### src/rtl/led_pkg.sv
// Shared types and defaults for the port activity LED driver.
package led_pkg;

  typedef enum logic [1:0] {IDLE, BLINK_OFF, BLINK_ON} led_state_t;

  localparam int TICK_LOG2_DEF = 20;
  localparam int OFF_TICKS_DEF = 2;
  localparam int ON_TICKS_DEF  = 2;

  // Tick down-counter must hold the larger of the two phase lengths.
  function automatic int cnt_width(input int off_t, input int on_t);
    return $clog2(((off_t > on_t) ? off_t : on_t) + 1);
  endfunction

endpackage

### src/rtl/led_blink_fsm.sv
// One port's blink sequencer: IDLE shows link, traffic forces a dark then lit blink.
module led_blink_fsm
  import led_pkg::*;
#(
  parameter int OFF_TICKS = OFF_TICKS_DEF,
  parameter int ON_TICKS  = ON_TICKS_DEF
) (
  input  logic clk_i,
  input  logic rst_i,
  input  logic tick_i,
  input  logic act_i,
  input  logic link_i,
  output logic led_o
);

  localparam int CW = cnt_width(OFF_TICKS, ON_TICKS);
  localparam logic [CW-1:0] OFF_LD = CW'(OFF_TICKS);
  localparam logic [CW-1:0] ON_LD  = CW'(ON_TICKS);
  localparam logic [CW-1:0] ONE    = CW'(1);

  led_state_t    state_q, state_d;
  logic [CW-1:0] cnt_q, cnt_d;
  logic          pend_q, pend_d;
  logic          led_q, led_d;

  always_ff @(posedge clk_i) begin
    if (rst_i) begin
      state_q <= IDLE;
      cnt_q   <= '0;
      pend_q  <= 1'b0;
      led_q   <= 1'b0;
    end else begin
      state_q <= state_d;
      cnt_q   <= cnt_d;
      pend_q  <= pend_d;
      led_q   <= led_d;
    end
  end

  always_comb begin
    state_d = state_q;
    cnt_d   = cnt_q;
    pend_d  = pend_q;
    unique case (state_q)
      IDLE: begin
        if (act_i) begin
          state_d = BLINK_OFF;
          cnt_d   = OFF_LD;
          pend_d  = 1'b0;
        end
      end
      BLINK_OFF: begin
        pend_d = pend_q | act_i;
        if (tick_i) begin
          if (cnt_q == ONE) begin
            state_d = BLINK_ON;
            cnt_d   = ON_LD;
          end else begin
            cnt_d = cnt_q - ONE;
          end
        end
      end
      BLINK_ON: begin
        pend_d = pend_q | act_i;
        if (tick_i) begin
          if (cnt_q == ONE) begin
            // A pulse on the closing tick chains straight into the next blink.
            if (pend_q | act_i) begin
              state_d = BLINK_OFF;
              cnt_d   = OFF_LD;
              pend_d  = 1'b0;
            end else begin
              state_d = IDLE;
              cnt_d   = '0;
            end
          end else begin
            cnt_d = cnt_q - ONE;
          end
        end
      end
      default: begin
        state_d = IDLE;
        cnt_d   = '0;
        pend_d  = 1'b0;
      end
    endcase
  end

  always_comb begin
    led_d = 1'b0;
    unique case (state_q)
      IDLE:      led_d = link_i;
      BLINK_OFF: led_d = 1'b0;
      BLINK_ON:  led_d = 1'b1;
      default:   led_d = 1'b0;
    endcase
  end

  assign led_o = led_q;

endmodule

### src/rtl/port_activity_leds.sv
// Per-port link/activity LED driver with a shared slow tick.
// LED_LINK_EN: adds link_up and shows link state while idle; otherwise idle LEDs are dark.
module port_activity_leds
  import led_pkg::*;
#(
  parameter int NPORTS    = 4,
  parameter int TICK_LOG2 = TICK_LOG2_DEF,
  parameter int OFF_TICKS = OFF_TICKS_DEF,
  parameter int ON_TICKS  = ON_TICKS_DEF
) (
  input  logic              CLOCK_50,
  input  logic              RESET,
  input  logic [NPORTS-1:0] act_pulse,
`ifdef LED_LINK_EN
  input  logic [NPORTS-1:0] link_up,
`endif
  output logic [NPORTS-1:0] LEDG
);

  logic [TICK_LOG2-1:0] presc_q, presc_d;
  logic                 tick;
  logic [NPORTS-1:0]    link_w;

  assign presc_d = presc_q + 1'b1;
  assign tick    = &presc_q;

  always_ff @(posedge CLOCK_50) begin
    if (RESET) presc_q <= '0;
    else       presc_q <= presc_d;
  end

`ifdef LED_LINK_EN
  assign link_w = link_up;
`else
  assign link_w = '0;
`endif

  for (genvar i = 0; i < NPORTS; i++) begin : g_port
    led_blink_fsm #(
      .OFF_TICKS(OFF_TICKS),
      .ON_TICKS (ON_TICKS)
    ) u_fsm (
      .clk_i (CLOCK_50),
      .rst_i (RESET),
      .tick_i(tick),
      .act_i (act_pulse[i]),
      .link_i(link_w[i]),
      .led_o (LEDG[i])
    );
  end

endmodule

### config.mk
export PLATFORM = sky130hd
export DESIGN_NAME = port_activity_leds
export DESIGN_NICKNAME = d
export VERILOG_FILES = /design/src/rtl/led_pkg.sv /design/src/rtl/led_blink_fsm.sv /design/src/rtl/port_activity_leds.sv
export SDC_FILE = /design/constraint.sdc
export NUM_CORES = 1
export LEC_CHECK = 0
export ABC_AREA = 0
export CELL_PAD_IN_SITES_DETAIL_PLACEMENT = 1
export CELL_PAD_IN_SITES_GLOBAL_PLACEMENT = 2
export CORE_AREA = 2 2 122 94
export CTS_CLUSTER_DIAMETER = 40
export DETAILED_ROUTE_END_ITERATION = 12
export DIE_AREA = 0 0 124 96
export PLACE_DENSITY = 0.66
export SYNTH_ARGS = -nofsm -noshare
export SYNTH_HDL_FRONTEND = slang
export SYNTH_SLANG_ARGS = --single-unit
### constraint.sdc
create_clock -name CLOCK_50 -period 5.9 [get_ports CLOCK_50]
set_input_delay 1.18 -clock CLOCK_50 [delete_from_list [all_inputs] [get_ports CLOCK_50]]
set_output_delay 1.18 -clock CLOCK_50 [all_outputs]
set_load 0.01 [all_outputs]
==> run_results.csv <==
group,metric,value,unit
logic_synthesis,synth_edf_count,0,
logic_synthesis,ys_seq_area_share,33.6,%
setup_path,r2r-end,"g_port[2].u_fsm.state_q[0]",
final_layout,diodes,0,
setup_path,worst_ep_arrival_time,2.64,ns
global_routing,track_usage,11.5,%
setup_path,crit_type,"input pin to register",
logic_synthesis,async_reset_ff_share,0,%
sta,slew_viol_final,0,
logic_synthesis,synthesis.nets,343,
route,ant_nets,0,
clock_network,insertion_delay,0.28,ns
hold_path,hold_depth,1,
clock_network,clockBufferDepth,2,
hold_path,worstHoldStart,"presc_q[0]",
sta,slew_headroom,28.0,%
clock_network,cts_root_buf,"clkbuf_16",
route,first_pass_iters,4,
place,port_buffers,9,
route,via_per_inst,4.77,
clock_network,post_cts_buffers,0,
hold_path,whs_endpoint,"presc_q[0]",
place,gp_congestion,0.748,
flow_run,cap_violations,0,
floorplan,die_y,96,um
route,vias,2174,
final_layout,fillCellCount,1283,
logic_synthesis,synth_area_per_cell,8.40,um^2
floorplan,fp.coreArea,10700,um^2
logic_synthesis,synth_top_cell_area_share,33.6,%
final_layout,drive_gt1_share,5.38,%
place,dp.final_hpwl,4560,um
setup_path,crit_slowest_cell,"clkdlybuf4s50_1",
setup_path,rr_worst_depth,5,
route,first_iter_violations,86,
sta,hold_violations,0,
setup_path,crit_buf_inv,2,
sta,timing.final.crit_share,41.2,%
pwr,finalPower,0.000974,W
clock_network,cts_made_buffers,5,
logic_synthesis,ys.flop_type,"dfxtp_1",
setup_path,required,6.11,ns
clock_network,cts.clk_slew.worst_paths,0.07,ns
logic_synthesis,synth_common_cells,"44 x dfxtp_1, 34 x nor2_1, 27 x nand2_1",
sta,fin_skew,0.00631,ns
sta,fmax,0.412,GHz
clock_network,clkSinkCount,44,
pwr,ir_drop,0.000132,V
setup_path,endpoint_kind,"register",
sta,setup_viol,0,
floorplan,dieArea,11900,um^2
setup_path,path_cells,"clkdlybuf4s50_1 -> buf_4 -> nor2_1 -> nand4b_1 -> or3_1 -> o21ai_1",
floorplan,initial_core_util,24.4,%
place,placed_cells,448,
setup_path,r2r-start,"presc_q[0]",
global_routing,gr-total-overflow,0,
logic_synthesis,yosys.area.top_type,"dfxtp_1",
final_layout,nets,346,
pwr,p_per_area,325,nW/um^2
global_routing,grt_max_degree,38,
floorplan,placementRows,33,
pwr,power.leakage,1.06,nW
place,place_area,2820,um^2
sta,finalWorstPathRequiredPeriod,2.43,ns
setup_path,r2r_slack,3.53,ns
route,wl,6330,um
run_status,outcome,"complete, no violations",
route,drc,0,
global_routing,grt_pass1_wl,10800,um
clock_network,ctsHtreeMaxLevel,2,
sta,setup_tns,0,ns
route,post_drt_wl_per_cell,13.9,um
logic_synthesis,netlist_area,2620,um^2
setup_path,cp-start-kind,"input pin",
setup_path,worstPathMaxFanout,37,
global_routing,antenna_found_initial,0,
clock_network,cts_resized,0,
clock_network,postCtsHoldBufs,0,
setup_path,cp_top_family,"buffers and inverters",
floorplan,dieWidth,124,um
clock_network,cts_tree,"built",
logic_synthesis,ys_warn_count,0,
logic_synthesis,synth_area_leaders,"dfxtp_1 34%, ha_1 12%, nor2_1 4.9%, mux2i_1 4.2%, nand2_1 3.9%",
sta,tightest_slew,1.07,ns
setup_path,critPathMaxStageDelay,0.42,ns
logic_synthesis,synth_seq_cells,44,
logic_synthesis,syn_inst,312,
logic_synthesis,synth_cell_types,52,
global_routing,grt_pass1_vias,2173,
sta,grt_setup_unrepaired,"no",
logic_synthesis,synth_most_common_cell,"dfxtp_1",
final_layout,design_area,2990,um^2
final_layout,syn_to_final_growth,14.1,%
floorplan,ioPinCount,10,
hold_path,hp-class,"register to register",
final_layout,finalNonFillerCells,456,
## cells by family (layout without fill, tap and decap cells)
logic type                 Yosys count  count (layout)  synth area share [%]
muxes                               11              11                  4.20
xor gates and xnor gates             9               9                  3.01
buffers and inverters               39              43                  6.25
AOI/OAI and AO/OA                   59              59                  16.2
DFF                                 44              44                  33.6
adders and majority gates           25              25                  11.9
and+or+nand+nor                    125             125                  24.8
## power by group
group          total, W  internal, W  switching, W
combinational  0.000289     0.000127      0.000162
sequential     0.000361     0.000330     0.0000311
clock          0.000323     0.000199      0.000124
## layout make-up
class	count	area, um^2	area share, %
inverters	25	93.8	3.14
clock inverters	3	42.5	1.42
multi-input cells	229	1580	52.7
clock buffers	5	125	4.18
well taps	140	175	5.86
flip-flops and latches	44	881	29.4
repair buffers	10	97.6	3.26
## registers in the layout, summed over array words and instances (netlist names)
| signal | cells |
|---|---|
| g_port.u_fsm.cnt_q | 8 |
| g_port.u_fsm.led_o | 4 |
| g_port.u_fsm.pend_q | 4 |
| g_port.u_fsm.state_q | 8 |
| presc_q | 20 |
## worst max-delay path by stage
stage                     cells after the start  slack (ns)  start                       end
after floorplan                               4        3.68  RESET               presc_q[10]
after detailed placement                      6        3.17  RESET  g_port[1].u_fsm.cnt_q[0]
after CTS                                     6        3.47  RESET  g_port[1].u_fsm.cnt_q[0]
after global placement                        6        3.19  RESET  g_port[1].u_fsm.cnt_q[0]
after global routing                          6        3.35  RESET  g_port[3].u_fsm.cnt_q[0]
final                                         6        3.47  RESET  g_port[3].u_fsm.cnt_q[0]
## worst reg2reg max path, delay by kind of cell (launching register included)
kind,cells,cell delay (ns)
and+or+nand+nor,2,1.15
DFF,1,0.37
AOI/OAI and AO/OA,1,0.35
adders and majority gates,1,0.25
muxes,1,0.19
## layer usage
metal | track usage (%) | part of all wire (%) | vias up
met3 | 2.13 | 1.6 | 2
met1 | 16.7 | 57 | 1052
met4 | 3.09 | 0.77 | 0
li1 | - | - | 1106
met5 | 0 | 0 | -
met2 | 17.3 | 41 | 14
## metrics by stage
step | hold WS (ns) | setup slack, ns | util, %
2_1_floorplan | 0.430 | 3.68 | -
3_3_place_gp | 0.452 | 3.19 | 26.3
3_5_place_dp | 0.461 | 3.17 | 26.3
4_1_cts | 0.477 | 3.47 | 27.9
5_1_grt | 0.495 | 3.35 | 27.9
6_report | 0.467 | 3.47 | 27.9
## cell usage in the layout (no fill, tap or decap), types with 3 or more instances in the layout
cell type	Yosys	layout
nand2_1	27	27
a22oi_1	3	3
or4_1	5	5
nand4_1	9	9
clkdlybuf4s50_1	0	9
clkbuf_16	0	5
a21oi_1	12	12
nor2b_1	11	11
nand3_1	6	6
ha_1	25	25
nor2_1	34	34
nor3_1	6	6
o22ai_1	3	3
or3_1	7	7
xor2_1	5	5
a211oi_1	3	3
xnor2_1	4	4
mux2i_1	11	11
inv_1	24	24
o21ai_0	10	10
dfxtp_1	44	44
o31ai_1	7	7
nand2b_1	5	5
o21a_1	3	3
and3_1	3	3
Power figures use the tool's default switching activity.
